**config.mk**
```make
export PLATFORM = sky130hd
export DESIGN_NAME = svi_line_arbiter
export DESIGN_NICKNAME = d
export VERILOG_FILES = /design/src/rtl/svi_arb_pkg.sv /design/src/rtl/svi_line_arbiter_pick.sv /design/src/rtl/svi_line_arbiter.sv
export SDC_FILE = /design/constraint.sdc
export NUM_CORES = 1
export LEC_CHECK = 0
export CORE_MARGIN = 5
export CORE_UTILIZATION = 43
export CTS_CLUSTER_DIAMETER = 30
export DETAILED_ROUTE_END_ITERATION = 10
export PLACE_DENSITY = 0.73
export RECOVER_POWER = 100
export SYNTH_ARGS = -nofsm -noshare
export SYNTH_HDL_FRONTEND = slang
export SYNTH_SLANG_ARGS = --single-unit
```
**constraint.sdc**
```tcl
create_clock -name i_clk -period 1.6 [get_ports i_clk]
set_input_delay 0.32 -clock i_clk [delete_from_list [all_inputs] [get_ports i_clk]]
set_output_delay 0.32 -clock i_clk [all_outputs]
set_load 0.03 [all_outputs]
```
**src/rtl/svi_arb_pkg.sv**
```systemverilog
// rtl/svi_arb_pkg.sv - shared types, reset values and parameter check for the line arbiter
package svi_arb_pkg;

    typedef enum logic [1:0] {
        ST_IDLE = 2'd0,
        ST_OWN  = 2'd1,
        ST_TURN = 2'd2
    } arb_state_t;

    localparam arb_state_t RST_STATE    = ST_IDLE;
    localparam logic       RST_OVERRIDE = 1'b1;
    localparam logic       RST_PREEMPT  = 1'b0;

    function automatic bit params_ok(input int n_req, input int hold_max, input int turn_cycles);
        return (n_req >= 2) && (hold_max >= 1) && (turn_cycles >= 1);
    endfunction

endpackage

```
**src/rtl/svi_line_arbiter_pick.sv**
```systemverilog
// rtl/svi_line_arbiter_pick.sv - combinational round-robin picker, first set request at or after i_start
module svi_rr_pick #(
    parameter int N_REQ = 4
) (
    input  logic [N_REQ-1:0]         i_req,
    input  logic [$clog2(N_REQ)-1:0] i_start,
    output logic                     o_found,
    output logic [$clog2(N_REQ)-1:0] o_idx
);

    localparam int OW = $clog2(N_REQ);

    logic [OW-1:0] w_pos;

    // Scan from the farthest candidate back to i_start so the nearest hit is written last.
    always_comb begin
        o_found = 1'b0;
        o_idx   = '0;
        w_pos   = '0;
        for (int k = N_REQ - 1; k >= 0; k--) begin
            w_pos = OW'((int'(i_start) + k) % N_REQ);
            if (i_req[w_pos]) begin
                o_found = 1'b1;
                o_idx   = w_pos;
            end
        end
    end

endmodule

```
**src/rtl/svi_line_arbiter.sv**
```systemverilog
// rtl/svi_line_arbiter.sv - round-robin owner arbiter with bounded tenure and high-Z turnaround window
module svi_line_arbiter
    import svi_arb_pkg::*;
#(
    parameter int N_REQ       = 4,
    parameter int HOLD_MAX    = 8,
    parameter int TURN_CYCLES = 1
) (
    input  logic                     i_clk,
    input  logic                     i_rst,
    input  logic [N_REQ-1:0]         i_req,
    input  logic [N_REQ-1:0]         i_data,
    output logic [N_REQ-1:0]         o_gnt,
    output logic [$clog2(N_REQ)-1:0] o_owner,
    output logic                     o_override,
    output logic                     o_line_data,
    output logic                     o_preempt
);

    localparam int OW = $clog2(N_REQ);
    localparam int HW = $clog2(HOLD_MAX) + 1;
    localparam int TW = $clog2(TURN_CYCLES) + 1;

    localparam logic [HW-1:0] HOLD_LAST = HW'(HOLD_MAX - 1);
    localparam logic [TW-1:0] TURN_LAST = TW'(TURN_CYCLES - 1);
    localparam logic [OW-1:0] LAST_RST  = OW'(N_REQ - 1);

    if (!params_ok(N_REQ, HOLD_MAX, TURN_CYCLES)) begin : g_bad_params
        $error("svi_line_arbiter: illegal N_REQ/HOLD_MAX/TURN_CYCLES");
    end

    arb_state_t       r_state, w_state_nx;
    logic [N_REQ-1:0] r_gnt, w_gnt_nx;
    logic [OW-1:0]    r_owner, w_owner_nx;
    logic [OW-1:0]    r_last, w_last_nx;
    logic [HW-1:0]    r_hold_cnt, w_hold_nx;
    logic [TW-1:0]    r_turn_cnt, w_turn_nx;
    logic             r_override, w_override_nx;
    logic             r_preempt, w_preempt_nx;

    logic [OW-1:0]    w_start;
    logic             w_found;
    logic [OW-1:0]    w_idx;

    // Search begins just past the previous owner, making it lowest priority.
    assign w_start = (r_last == LAST_RST) ? '0 : r_last + OW'(1);

    svi_rr_pick #(
        .N_REQ(N_REQ)
    ) u_pick (
        .i_req  (i_req),
        .i_start(w_start),
        .o_found(w_found),
        .o_idx  (w_idx)
    );

    always_comb begin
        w_state_nx    = r_state;
        w_gnt_nx      = r_gnt;
        w_owner_nx    = r_owner;
        w_last_nx     = r_last;
        w_hold_nx     = r_hold_cnt;
        w_turn_nx     = r_turn_cnt;
        w_override_nx = r_override;
        w_preempt_nx  = 1'b0;
        case (r_state)
            ST_IDLE: begin
                if (w_found) begin
                    w_state_nx    = ST_OWN;
                    w_gnt_nx      = N_REQ'(1) << w_idx;
                    w_owner_nx    = w_idx;
                    w_hold_nx     = '0;
                    w_override_nx = 1'b0;
                end
            end
            ST_OWN: begin
                w_hold_nx = r_hold_cnt + HW'(1);
                if (!i_req[r_owner] || (r_hold_cnt == HOLD_LAST)) begin
                    w_state_nx    = ST_TURN;
                    w_gnt_nx      = '0;
                    w_override_nx = 1'b1;
                    w_last_nx     = r_owner;
                    w_turn_nx     = '0;
                    // A request drop wins over simultaneous expiry, so only flag a still-wanted line.
                    w_preempt_nx  = i_req[r_owner];
                end
            end
            ST_TURN: begin
                if (r_turn_cnt == TURN_LAST) begin
                    if (w_found) begin
                        w_state_nx    = ST_OWN;
                        w_gnt_nx      = N_REQ'(1) << w_idx;
                        w_owner_nx    = w_idx;
                        w_hold_nx     = '0;
                        w_override_nx = 1'b0;
                    end else begin
                        w_state_nx = ST_IDLE;
                    end
                end else begin
                    w_turn_nx = r_turn_cnt + TW'(1);
                end
            end
            default: begin
                w_state_nx    = ST_IDLE;
                w_gnt_nx      = '0;
                w_override_nx = 1'b1;
            end
        endcase
    end

    always_ff @(posedge i_clk) begin
        if (i_rst) begin
            r_state    <= RST_STATE;
            r_gnt      <= '0;
            r_owner    <= '0;
            r_last     <= LAST_RST;
            r_hold_cnt <= '0;
            r_turn_cnt <= '0;
            r_override <= RST_OVERRIDE;
            r_preempt  <= RST_PREEMPT;
        end else begin
            r_state    <= w_state_nx;
            r_gnt      <= w_gnt_nx;
            r_owner    <= w_owner_nx;
            r_last     <= w_last_nx;
            r_hold_cnt <= w_hold_nx;
            r_turn_cnt <= w_turn_nx;
            r_override <= w_override_nx;
            r_preempt  <= w_preempt_nx;
        end
    end

    assign o_gnt       = r_gnt;
    assign o_owner     = r_owner;
    assign o_override  = r_override;
    assign o_preempt   = r_preempt;
    assign o_line_data = r_override ? 1'b0 : i_data[r_owner];

endmodule
```
# Word-level counts from Yosys, hierarchy flattened
# Cells that the tools add are included.
[totals]
output_inout_bits = 9
inputBits = 10
reg_bits = 17
wordCells = 86
[op_classes]
shift = 1
bitwise = 2
n_addsub = 6
n_eq_ne = 7
n_lt_le_gt_ge = 5
mux = 44
reduce_logical = 13
[ops]
columns = ["cell", "n"]
rows = [
  ["4-bit case mux with 3 select lines", 2],
  ["2-bit two-way mux", 10],
  ["4-bit two-way mux", 5],
  ["1-bit two-way mux", 17],
  ["2-bit by 3-bit less-than comparator with 1-bit output, second input constant", 5],
  ["1-bit binary-select mux with 2-bit select", 6],
  ["2-bit AND reduction", 5],
  ["2-bit case mux with 3 select lines", 1],
  ["2-bit by 1-bit adder with 2-bit output, second input constant", 2],
  ["2-bit adder, second input constant", 2],
  ["4-bit by 1-bit adder with 4-bit output, second input constant", 1],
  ["2-bit == test, second input constant", 2],
  ["4-bit by 3-bit == test with 1-bit output, second input constant", 1],
  ["2-bit != test, second input constant", 2],
  ["2-bit case mux with 2 select lines", 1],
  ["2-bit nonzero test", 2],
  ["1-bit by 2-bit << shifter with 4-bit output, first input constant", 1],
  ["1-bit case mux with 3 select lines", 1],
  ["3-bit AND reduction", 1],
  ["3-bit nonzero test", 1],
  ["3-bit OR reduction", 1],
  ["2-bit by 1-bit == test with 1-bit output, second input constant", 1],
  ["2-bit zero test", 1],
  ["2-bit by 1-bit != test with 1-bit output, second input constant", 1],
  ["5 further kinds", 6],
]

# Depth between registers and ports, before layout
[depth]
word_depth = 13
depth_mapped = 5
ltp_nobuf = 5

# By module
# A second synthesis with hierarchy kept.
[unflattened]
hier_cells = 104
area_unflattened_um2 = 947.2
[by_module_without_submodules]
columns = ["mod", "area_each_um2", "seq_area_each_um2", "instances", "cells_each"]
rows = [
  ["svi_line_arbiter", 869.6, 320.3, 1, 91],
  ["svi_rr_pick", 77.6, 0.0, 1, 13],
]

# Least setup slack after synthesis
# No wires, ideal clock.
[synth_path]
path_type = "register -> register"
startpoint = "reg r_owner[1] (netlist: o_owner[1])"
endpoint = "reg r_gnt[1] (netlist: o_gnt[1])"
required_time_ps = 1483
arrival_time_ps = 1615
path_buffers = 0
setup_time_ps = 117
slack_ps = -132
synth_period_minus_slack_ps = 1732
stages_incl_launch_ff = 4
path_cell_list = "dfxtp_1 -> mux4_2 -> a32o_1 -> a32o_1"
[synth_between]
elab_chain_len = 6
[synth_rtl]
columns = ["element", "line_no", "rtl"]
rows = [
  ["start: declaration", "svi_line_arbiter.sv:34", "logic [OW-1:0] r_owner, w_owner_nx;"],
  ["start signal: assignment", "svi_line_arbiter.sv:124", "r_owner <= w_owner_nx;"],
  ["1-bit binary-select mux with 2-bit select", "svi_line_arbiter.sv:78", "if (!i_req[r_owner] || (r_hold_cnt == HOLD_LAST)) begin"],
  ["1-bit two-way mux (implied by the code)", "svi_line_arbiter.sv:78", ""],
  ["1-bit zero test", "svi_line_arbiter.sv:78", ""],
  ["1-bit logical OR", "svi_line_arbiter.sv:78", ""],
  ["2-bit != test (no source line)", "-", ""],
  ["2-bit AND reduction (no source line)", "-", ""],
  ["end signal: assignment", "svi_line_arbiter.sv:123", "r_gnt <= w_gnt_nx;"],
  ["end: declaration", "svi_line_arbiter.sv:33", "logic [N_REQ-1:0] r_gnt, w_gnt_nx;"],
]
# Every way passes these cells. The select of a mux whose other input is x is not followed.
# A chain may end at the register's enable or synchronous reset.

# Worst setup path in the final report
[layout_path]
startpoint = "reg r_owner[0] (netlist: o_owner[0])"
endpoint = "out o_line_data"
[layout_between]
elab_chain_len = 3
[layout_rtl]
columns = ["element", "line_no", "rtl"]
rows = [
  ["1-bit binary-select mux with 2-bit select", "svi_line_arbiter.sv:137", "assign o_line_data = r_override ? 1'b0 : i_data[r_owner];"],
  ["1-bit two-way mux (implied by the code)", "svi_line_arbiter.sv:137", ""],
  ["1-bit two-way mux", "svi_line_arbiter.sv:137", ""],
  ["end: declaration", "svi_line_arbiter.sv:16", "output logic o_line_data,"],
]
# Every way passes these cells. The select of a mux whose other input is x is not followed.

==> flow_metrics.env <==
export IMPL_fin_crit_ns=1.72
export IMPL_clkLatencyLatePin_ns=0.28
export IMPL_ys_top_cells_by_area="dfxtp_1, a21oi_1, mux4_2"
export IMPL_nNetsFinal=136
export IMPL_yosysWarnings=0
export IMPL_yosys_area_share_simple=0.237
export IMPL_slew_violations=0
export IMPL_clk_pin_slew_ns=0.10
export IMPL_via_per_inst=5.64
export IMPL_worst_pin_slew_ns=0.384
export IMPL_finalSetupTns_ns=-0.158
export IMPL_power_share_clock=0.249
export IMPL_status="finished, violations left"
export IMPL_arrival_ns=1.40
export IMPL_layout_commonest_cell="dlygate4sd2_1"
export IMPL_grt_setup_unrepaired="yes"
export IMPL_hp_class="flop to flop"
export IMPL_hold_ws_ns=0.455
export IMPL_vias=835
export IMPL_fp_dieH_um=53.6
export IMPL_period_share=1.08
export IMPL_final_cell_mix="dlygate4sd2_1, dfxtp_1, buf_4, a21oi_1, nor2_1"
export IMPL_start_util=0.464
export IMPL_ys_seq_area_frac=0.391
export IMPL_hold_path_end="o_gnt[2]"
export IMPL_synthFlopType="dfxtp_1"
export IMPL_rr_endpoint="o_gnt[1]"
export IMPL_cts_root_buf="clkbuf_4"
export IMPL_p_int_uw=735
export IMPL_first_global_vias=783
export IMPL_rows=15
export IMPL_core_area_sq_um=1760
export IMPL_grt_max_degree=11
export IMPL_ant_nets=0
export IMPL_place_congestion=0.841
export IMPL_crit_path_max_fanout=2
export IMPL_synth_compound_area_frac=0.254
export IMPL_synth_cell_types=33
export IMPL_cts_made_buffers=3
export IMPL_synthAdderAreaFrac=0.0306
export IMPL_synth_top_area_cell="dfxtp_1"
export IMPL_synth_nets=99
export IMPL_synth_mux_area_frac=0.0550
export IMPL_r2r_slack_ns=-0.02
export IMPL_r2r_start="o_owner[1]"
export IMPL_skew_ns=0.00163
export IMPL_grt_usage=0.163
export IMPL_postSynthAreaPerCell_sq_um=9.41
export IMPL_hold_buffers=0
export IMPL_synth_edf_count=0
export IMPL_drv_cap=0
export IMPL_dieArea_sq_um=2880
export IMPL_cts_setup_buffers=0
export IMPL_p_leak_uw=0.000499
export IMPL_synth_xor_area_frac=0
export IMPL_synth_top_area_frac=0.391
export IMPL_syn_area_sq_um=818
export IMPL_dr_pass1_iters=4
export IMPL_clk_path_buf_depth=2
export IMPL_diodes=0
export IMPL_hold_viol=0
export IMPL_ir_drop_mv=0.638
export IMPL_ios=19
export IMPL_areaGrowthSynthToFinish_pct=43.6
export IMPL_die_width_um=53.6
export IMPL_worstSetupStartpointType="flop"
export IMPL_p_sw_uw=336
export IMPL_syn_inst=87
export IMPL_routedWlPerCell_um=14.0
export IMPL_first_iter_violations=19
export IMPL_drc=0
export IMPL_maxSlewHeadroom=0.742
export IMPL_p_seq_frac=0.425
export IMPL_fillers=160
export IMPL_ys_async_sr_fraction=0
export IMPL_setup_slack_ns=-0.122
export IMPL_drive_gt1_frac=0.293
export IMPL_worstHoldPathCells=2
export IMPL_htree_levels=1
export IMPL_min_from="o_gnt[2]"
export IMPL_synth_top_family_by_area="compound AO/OA/AOI/OAI gates"
export IMPL_drt_total_wl_um=2080
export IMPL_finalSetupViolCount=3
export IMPL_p_comb_frac=0.326
export IMPL_gr_total_overflow=0
export IMPL_switching_share=0.314
export IMPL_critical_path_class="flop to primary output"
export IMPL_crit_required_ns=1.28
export IMPL_reg2reg_depth=4
export IMPL_dp_hpwl_um=1560
export IMPL_antenna_found_initial=0
export IMPL_ys_seq_elements=16
export IMPL_io_buffers=18
export IMPL_powerDensity_nw_per_um2=911
export IMPL_end_kind="primary output"
export IMPL_cts_tree="built"
export IMPL_cts_sinks=16
export IMPL_violations="setup timing"
export IMPL_max_freq_ghz=0.581
export IMPL_grt_pass1_wl_um=3430
==> logic make-up after synthesis <==
family,count (synthesis)
compound gates,30
fa+ha+maj,2
buf+inv,5
flops,16
mux,2
simple gates,32
==> power by group through the flow <==
stage | combinational [uW] | sequential, uW | clock, uW
after global routing | 376 | 460 | 302
after floorplan | 159 | 499 | 0
final | 349 | 455 | 267
after detailed placement | 344 | 462 | 0
after CTS | 336 | 456 | 274
after global placement | 336 | 461 | 0
==> worst max path at each step <==
stage | start | to | slack (ns) | depth (start not counted)
floorplan | o_owner[1] | o_gnt[1] | 0.01 | 3
global route | o_owner[0] | o_line_data | -0.18 | 3
CTS | o_owner[0] | o_line_data | -0.14 | 3
global placement | i_data[3] | o_line_data | -0.62 | 4
finish | o_owner[0] | o_line_data | -0.12 | 3
detailed placement | i_data[3] | o_line_data | -0.61 | 4
==> cell type report <==
cell class	count	area (sq um)	share of cell area
clock buffers	4	36.3	0.0309
inverters	2	7.51	0.00639
flip-flops and latches	16	324	0.276
multi-input cells	66	503	0.428
well taps	25	31.3	0.0266
repair buffers	35	273	0.232
==> flip-flops by register name, indices dropped and copies added (netlist names) <==
| register | count |
|---|---|
| o_gnt | 4 |
| r_hold_cnt | 4 |
| o_owner | 2 |
| o_preempt | 1 |
| o_override | 1 |
| r_last | 2 |
| r_state | 2 |
==> layer usage <==
layer / up-vias / global-route usage / routed length (um) / share of wire
li1: 408 / - / - / -
met2: 29 / 0.280 / 1020 / 0.49
met5: - / 0 / 0 / 0
met3: 2 / 0.0471 / 152 / 0.073
met1: 396 / 0.189 / 889 / 0.43
met4: 0 / 0.0681 / 17 / 0.0082
==> repair_timing <==
action                     CTS  global route
pin swaps                    1             2
resized for setup           24             9
setup endpoints to repair   12             7
==> cells in the mapped netlist (all sizes together) (2+ instances only) <==
master  number
nand3        2
ha           2
nand3b       3
o41ai        3
mux4         2
nor3b        2
o21ai        6
nand2        4
a21oi       11
inv          2
nand2b       3
dfxtp       16
nor3         2
buf          2
nor2b        4
nor2         7
a32o         3
==> worst max-delay path, cell delays in order (launching register included) <==
cell and delay (ns):
dfxtp_2 0.35, mux4_2 0.48, nor2b_1 0.14, buf_4 0.16
==> through the flow <==
stage	power (uW)	worst slack [ns]	utilization	cells	area (sq um)
after floorplan	658	0.00967	-	87	821
after global placement	797	-0.616	0.647	144	1140
after detailed placement	806	-0.608	0.647	144	1140
after CTS	1070	-0.141	0.665	148	1170
after global routing	1140	-0.184	0.666	148	1170
final	1070	-0.122	0.666	148	1170
Note: power is estimated with default switching activity, not from simulation.
